===== src/rtl/rf_ctrl_pkg.sv =====
// ============================================================================
//  Module      : rf_ctrl_pkg
//  Description : Shared defaults and helpers for the register-file write path.
//  Revision    : 1.0 - initial release
// ============================================================================
`default_nettype none

package rf_ctrl_pkg;

    localparam int unsigned c_def_nreq   = 3;
    localparam int unsigned c_def_aw     = 5;
    localparam int unsigned c_def_dw     = 32;
    localparam int unsigned c_drop_cnt_w = 16;

    // Saturating increment for the discarded-write counter.
    function automatic logic [c_drop_cnt_w-1:0] f_sat_inc(input logic [c_drop_cnt_w-1:0] v);
        return (v == {c_drop_cnt_w{1'b1}}) ? v : v + 1'b1;
    endfunction

endpackage : rf_ctrl_pkg

`default_nettype wire


===== src/rtl/rf_write_arbiter_if.sv =====
// ============================================================================
//  Module      : rf_write_arbiter_if
//  Description : Multi-requester write request bus into the write arbiter.
//  Revision    : 1.0 - initial release
// ============================================================================
`default_nettype none

interface rf_write_arbiter_if
    import rf_ctrl_pkg::*;
#(
    parameter int unsigned NREQ = c_def_nreq,
    parameter int unsigned AW   = c_def_aw,
    parameter int unsigned DW   = c_def_dw
) ();

    logic [NREQ-1:0]    req_valid;
    logic [NREQ*AW-1:0] req_addr;
    logic [NREQ*DW-1:0] req_data;
    logic [NREQ-1:0]    req_ready;
    logic               hold;

    modport master (
        output req_valid,
        output req_addr,
        output req_data,
        output hold,
        input  req_ready
    );

    modport slave (
        input  req_valid,
        input  req_addr,
        input  req_data,
        input  hold,
        output req_ready
    );

endinterface : rf_write_arbiter_if

`default_nettype wire


===== src/rtl/rr_arbiter.sv =====
// ============================================================================
//  Module      : rr_arbiter
//  Description : Round-robin one-hot arbiter with rotating priority pointer.
//  Revision    : 1.0 - initial release
// ============================================================================
`default_nettype none

module rr_arbiter #(
    parameter int unsigned N = 3
) (
    input  wire logic         clk,
    input  wire logic         rst_n,
    input  wire logic [N-1:0] i_req,
    input  wire logic         i_advance,
    output logic      [N-1:0] o_gnt
);

    localparam int unsigned c_pw = (N > 1) ? $clog2(N) : 1;

    logic [c_pw-1:0] r_ptr;
    logic [N-1:0]    w_hi;
    logic [N-1:0]    w_sel;
    logic [c_pw-1:0] w_idx;

    // Requests at or above the pointer take precedence; otherwise wrap to the bottom.
    always_comb begin
        w_hi = '0;
        for (int i = 0; i < N; i++) begin
            w_hi[i] = i_req[i] && (c_pw'(i) >= r_ptr);
        end
        w_sel = (|w_hi) ? w_hi : i_req;
        o_gnt = '0;
        w_idx = '0;
        for (int i = N - 1; i >= 0; i--) begin
            if (w_sel[i]) begin
                o_gnt    = '0;
                o_gnt[i] = 1'b1;
                w_idx    = c_pw'(i);
            end
        end
    end

    always_ff @(posedge clk) begin
        if (!rst_n) begin
            r_ptr <= '0;
        end else if (i_advance) begin
            r_ptr <= (w_idx == c_pw'(N - 1)) ? '0 : w_idx + 1'b1;
        end
    end

endmodule : rr_arbiter

`default_nettype wire


===== src/rtl/rf_write_arbiter.sv =====
// ============================================================================
//  Module      : rf_write_arbiter
//  Description : Arbitrates register-file writes from several requesters and
//                provides decode-stage bypass of the in-flight write.
//  Revision    : 1.0 - initial release
// ============================================================================
`default_nettype none

module rf_write_arbiter
    import rf_ctrl_pkg::*;
#(
    parameter int unsigned NREQ    = c_def_nreq,
    parameter int unsigned AW      = c_def_aw,
    parameter int unsigned DW      = c_def_dw,
    parameter int unsigned ZERO_RO = 1
) (
    input  wire logic                    clk,
    input  wire logic                    rst_n,
    rf_write_arbiter_if.slave            req_if,
    output logic                         rf_we,
    output logic [AW-1:0]                rf_waddr,
    output logic [DW-1:0]                rf_wdata,
    input  wire logic [AW-1:0]           rd_addr1,
    input  wire logic [AW-1:0]           rd_addr2,
    output logic                         byp_hit1,
    output logic                         byp_hit2,
    output logic [DW-1:0]                byp_data1,
    output logic [DW-1:0]                byp_data2,
    output logic [c_drop_cnt_w-1:0]      drop_cnt
);

    localparam bit c_zero_ro = (ZERO_RO != 0);

    logic [NREQ-1:0]         w_req;
    logic [NREQ-1:0]         w_gnt;
    logic                    w_xfer;
    logic                    w_zero;
    logic [AW-1:0]           w_addr;
    logic [DW-1:0]           w_data;

    logic                    r_we;
    logic [AW-1:0]           r_waddr;
    logic [DW-1:0]           r_wdata;
    logic [c_drop_cnt_w-1:0] r_drop_cnt;

    // Hold and reset mask requests before arbitration so no grant can leak out.
    assign w_req  = req_if.req_valid & {NREQ{~req_if.hold & rst_n}};
    assign w_xfer = |w_gnt;

    rr_arbiter #(
        .N (NREQ)
    ) u_rr_arbiter (
        .clk       (clk),
        .rst_n     (rst_n),
        .i_req     (w_req),
        .i_advance (w_xfer),
        .o_gnt     (w_gnt)
    );

    assign req_if.req_ready = w_gnt;

    always_comb begin
        w_addr = '0;
        w_data = '0;
        for (int i = 0; i < NREQ; i++) begin
            if (w_gnt[i]) begin
                w_addr = req_if.req_addr[i*AW +: AW];
                w_data = req_if.req_data[i*DW +: DW];
            end
        end
    end

    assign w_zero = c_zero_ro && (w_addr == '0);

    always_ff @(posedge clk) begin
        if (!rst_n) begin
            r_we       <= 1'b0;
            r_waddr    <= '0;
            r_wdata    <= '0;
            r_drop_cnt <= '0;
        end else begin
            r_we <= w_xfer && !w_zero;
            if (w_xfer && !w_zero) begin
                r_waddr <= w_addr;
                r_wdata <= w_data;
            end
            if (w_xfer && w_zero) begin
                r_drop_cnt <= f_sat_inc(r_drop_cnt);
            end
        end
    end

    assign rf_we    = r_we;
    assign rf_waddr = r_waddr;
    assign rf_wdata = r_wdata;
    assign drop_cnt = r_drop_cnt;

    assign byp_hit1  = r_we && (r_waddr == rd_addr1);
    assign byp_hit2  = r_we && (r_waddr == rd_addr2);
    assign byp_data1 = byp_hit1 ? r_wdata : '0;
    assign byp_data2 = byp_hit2 ? r_wdata : '0;

endmodule : rf_write_arbiter

`default_nettype wire


===== src/flat_wrapper.sv =====
// flat-port wrapper written by rule: the top's interface ports become plain ports
module rf_write_arbiter_flat import rf_ctrl_pkg::*;
#(
    parameter int unsigned NREQ    = c_def_nreq,
    parameter int unsigned AW      = c_def_aw,
    parameter int unsigned DW      = c_def_dw,
    parameter int unsigned ZERO_RO = 1
)
  (clk, rst_n, rf_we, rf_waddr, rf_wdata, rd_addr1, rd_addr2, byp_hit1, byp_hit2, byp_data1, byp_data2, drop_cnt, req_if_req_valid, req_if_req_addr, req_if_req_data, req_if_hold, req_if_req_ready);
  rf_write_arbiter_if #(.NREQ(NREQ), .AW(AW), .DW(DW)) req_if_i ();
  input  wire logic clk;
  input  wire logic rst_n;
  output logic rf_we;
  output logic [AW-1:0] rf_waddr;
  output logic [DW-1:0] rf_wdata;
  input  wire logic [AW-1:0] rd_addr1;
  input  wire logic [AW-1:0] rd_addr2;
  output logic byp_hit1;
  output logic byp_hit2;
  output logic [DW-1:0] byp_data1;
  output logic [DW-1:0] byp_data2;
  output logic [c_drop_cnt_w-1:0] drop_cnt;
  input wire logic [$bits(req_if_i.req_valid)-1:0] req_if_req_valid;
  input wire logic [$bits(req_if_i.req_addr)-1:0] req_if_req_addr;
  input wire logic [$bits(req_if_i.req_data)-1:0] req_if_req_data;
  input wire logic [$bits(req_if_i.hold)-1:0] req_if_hold;
  output wire logic [$bits(req_if_i.req_ready)-1:0] req_if_req_ready;
  assign req_if_i.req_valid = req_if_req_valid;
  assign req_if_i.req_addr = req_if_req_addr;
  assign req_if_i.req_data = req_if_req_data;
  assign req_if_i.hold = req_if_hold;
  assign req_if_req_ready = req_if_i.req_ready;
  rf_write_arbiter #(.NREQ(NREQ), .AW(AW), .DW(DW), .ZERO_RO(ZERO_RO)) u_core (.clk(clk), .rst_n(rst_n), .req_if(req_if_i), .rf_we(rf_we), .rf_waddr(rf_waddr), .rf_wdata(rf_wdata), .rd_addr1(rd_addr1), .rd_addr2(rd_addr2), .byp_hit1(byp_hit1), .byp_hit2(byp_hit2), .byp_data1(byp_data1), .byp_data2(byp_data2), .drop_cnt(drop_cnt));
endmodule

===== config.mk =====
export PLATFORM = sky130hd
export DESIGN_NAME = rf_write_arbiter_flat
export DESIGN_NICKNAME = d
export VERILOG_FILES = /design/src/rtl/rf_ctrl_pkg.sv /design/src/rtl/rf_write_arbiter_if.sv /design/src/rtl/rr_arbiter.sv /design/src/rtl/rf_write_arbiter.sv /design/src/flat_wrapper.sv
export SDC_FILE = /design/constraint.sdc
export NUM_CORES = 1
export LEC_CHECK = 0
export CORE_ASPECT_RATIO = 0.75
export CORE_MARGIN = 4
export CORE_UTILIZATION = 39
export DETAILED_ROUTE_END_ITERATION = 8
export PLACE_DENSITY_LB_ADDON = 0.2
export SYNTH_ARGS = -nofsm -noshare
export SYNTH_HDL_FRONTEND = slang
export SYNTH_HIERARCHICAL = 1
export SYNTH_SLANG_ARGS = --single-unit

===== constraint.sdc =====
create_clock -name clk -period 5.2 [get_ports clk]
set_input_delay 0.52 -clock clk [delete_from_list [all_inputs] [get_ports clk]]
set_output_delay 0.52 -clock clk [all_outputs]
set_load 0.02 [all_outputs]

==> flow_summary.json <==
{
  "outcome": "finished clean",
  "synth-seq-cells": 56,
  "finClkSkew_ns": 0.00614,
  "vias_per_cell": 5.10,
  "switching_power_mw": 0.312,
  "seq_power_share": 0.424,
  "crit_chain": "clkdlybuf4s50_1 > inv_2 > nor2_1 > and2_1 > inv_1 > o21ai_0 > nor2_4 > a21oi_1 > a21oi_1 > nor3_4 > nand2_2 > nor4b_2 > mux2i_1",
  "startpoint": "rst_n",
  "portBuffers": 249,
  "setup_viol_count_final": 0,
  "netlist.area_leader.share": 0.310,
  "synth_seq_area_share": 0.310,
  "cts_resized": 0,
  "crit_type": "input port to register",
  "cts.clk_slew.worst_paths_ns": 0.07,
  "p_int_mw": 0.797,
  "post_cts_buffers": 0,
  "grt_setup_unrepaired": "false",
  "grt_pass1_wl_microns": 20900,
  "cp-end-kind": "register",
  "syn_inst": 500,
  "hold_viol": 0,
  "maxCapViolCount": 0,
  "firstDrtPassIters": 5,
  "rows": 30,
  "min_from": "u_core/rf_wdata[8]$_SDFFE_PN0P_",
  "max_freq_ghz": 0.251,
  "clockRootBuffer": "clkbuf_16",
  "synth_fp_nets": 628,
  "drive_gt1_frac": 0.0387,
  "arrival_ns": 4.20,
  "fin_setup_tns_ns": 0,
  "slowest_delay_ns": 0.66,
  "tritoncts.num_buffers": 5,
  "required_ns": 5.42,
  "initial_utilization": 0.400,
  "route.detailed.drc": 0,
  "power_frac_clock": 0.302,
  "antenna_found_initial": 0,
  "yosysMostFrequentCell": "nand2_1",
  "pre_cts_ws_ns": 0.932,
  "gp_congestion": 0.823,
  "synth_edf_count": 0,
  "grt_start_max_net_pins": 70,
  "antenna_left": 0,
  "ys_top_cells_by_count": "nand2_1 (103), and2_1 (70), dfxtp_1 (56)",
  "die_area_sq_mm": 0.0109,
  "nets": 851,
  "min_path_type": "register to register",
  "crit_top_cell": "a21oi_1",
  "peakVddDrop_mv": 0.144,
  "track_usage": 0.232,
  "cts.sink_count": 56,
  "cts_tree": "done",
  "overflow": 0,
  "dp_cells": 844,
  "pwr_density_cell_mw_per_mm2": 177,
  "power.total_mw": 1.11,
  "setup_ws_ns": 1.22,
  "synth_ff_type": "dfxtp_1",
  "wl_per_cell_microns": 15.8,
  "slew_violations": 0,
  "grt_pass1_vias": 4190,
  "fin_crit_sh": 0.766,
  "synthDistinctLibCells": 43,
  "coreArea_sq_mm": 0.00905,
  "pwr-share-comb": 0.275,
  "worstReg2RegStart": "u_core/u_rr_arbiter/r_ptr[1]$_SDFFE_PN0P_",
  "drt_iter0_drc": 182,
  "synthArstFlopShare": 0,
  "fin_cells": 852,
  "area_delta_synth_final_pct": 73.6,
  "fin_crit_ns": 3.98,
  "max-slew-margin-rel": 0.233,
  "dp_hpwl_microns": 10400,
  "synth_area_sq_mm": 0.00362,
  "routed_wl_microns": 13500,
  "dieWidth_microns": 119,
  "cp_max_fo": 35,
  "diodes": 0,
  "cts_hold_buffers": 0,
  "vias": 4341,
  "syn_avg_cell_area_sq_um": 7.23,
  "p_sw_frac": 0.281,
  "p_leak_nw": 2.20,
  "tightest_slew_ns": 1.15,
  "yosys.area.top_type": "dfxtp_1",
  "worstSkewPairLatency_ns": 0.28,
  "die_h_microns": 91.4,
  "yosys_warnings": 6,
  "synthTopCellsByArea": "dfxtp_1 (31%), and2_1 (12%), nand2_1 (11%), a22oi_1 (6.6%), a21oi_1 (6.1%)",
  "crit_slowest_cell": "clkdlybuf4s50_1",
  "start_kind": "input port",
  "io_pins": 250,
  "clk_path_buf_depth": 2,
  "htree_levels": 2
}
==> final timing paths <==
| check | slack [ns] | depth (start not counted) | end |
|---|---|---|---|
| setup / recovery | 1.22 | 13 | u_core/drop_cnt[12]$_SDFFE_PN0P_ |
| hold / removal | 0.49 | 2 | u_core/rf_wdata[8]$_SDFFE_PN0P_ |
| setup reg to reg | 2.14 | 10 | u_core/drop_cnt[12]$_SDFFE_PN0P_ |
| hold reg to reg | 0.49 | 2 | u_core/rf_wdata[8]$_SDFFE_PN0P_ |
==> per-layer routing <==
metal  GRT usage  wire (microns)  up-vias  share of wire
met5           0               0        -              0
met2       0.412            6840      180           0.51
met4      0.0492             204        0          0.015
li1            -               -     2131              -
met1       0.283            5390     2014           0.40
met3      0.0585            1040       16          0.077
==> stage by stage <==
step,cell area (sq um),hold slack (ns),utilization
6_report,6280,0.487,0.694
5_1_grt,6280,0.502,0.694
4_1_cts,6280,0.491,0.694
3_5_place_dp,6130,0.483,0.677
3_3_place_gp,6130,0.467,0.677
2_1_floorplan,3620,0.501,-
==> critical path: cells and delay by family <==
family                 cells  cell delay [ns]
and+or+nand+nor            6             1.96
muxes                      1             0.20
AOI/OAI and AO/OA          3             0.69
buffers and inverters      3             0.81
==> cells by family after synthesis <==
kind of cell	count (synthesis)	share of synthesized area
xor gates and xnor gates	21	0.0509
AOI/OAI and AO/OA	126	0.222
muxes	2	0.00554
DFF	56	0.310
buffers and inverters	42	0.0561
and+or+nand+nor	252	0.352
adders and majority gates	1	0.00346
==> layout by cell type (no fill, tap or decap), types with 5 or more instances in the layout <==
cell	n
a22oi_1	32
xor2_1	18
clkdlybuf4s50_1	249
nor2_1	27
nand3_1	9
clkbuf_16	5
nand2_1	103
nor2b_1	5
a21oi_1	44
nand3b_1	6
and2_1	69
dfxtp_1	56
nand4_1	9
o21ai_0	36
and3_1	6
==> layout make-up <==
type / instances / area [sq um]
Clock buffer: 7 / 143
Clock inverter: 1 / 7.51
Fill cell: 765 / 2770
Inverter: 5 / 18.8
Multi-Input combinational cell: 402 / 2300
Sequential cell: 56 / 1120
Tap cell: 128 / 160
Timing Repair Buffer: 253 / 2520
==> registers in the layout, indices dropped and copies added (netlist names) <==
signal,count
u_core/rf_wdata,32
u_core/rf_we,1
u_core/rf_waddr,5
u_core/drop_cnt,16
u_core/u_rr_arbiter/r_ptr,2
==> power groups by stage <==
| stage | registers (mW) | logic, mW | clock network (mW) |
|---|---|---|---|
| floorplan | 0.495 | 0.130 | 0 |
| global placement | 0.479 | 0.298 | 0 |
| detailed placement | 0.479 | 0.305 | 0 |
| CTS | 0.470 | 0.306 | 0.342 |
| global route | 0.473 | 0.329 | 0.362 |
| finish | 0.470 | 0.305 | 0.335 |
No activity file was read; power rests on OpenSTA's default activity.
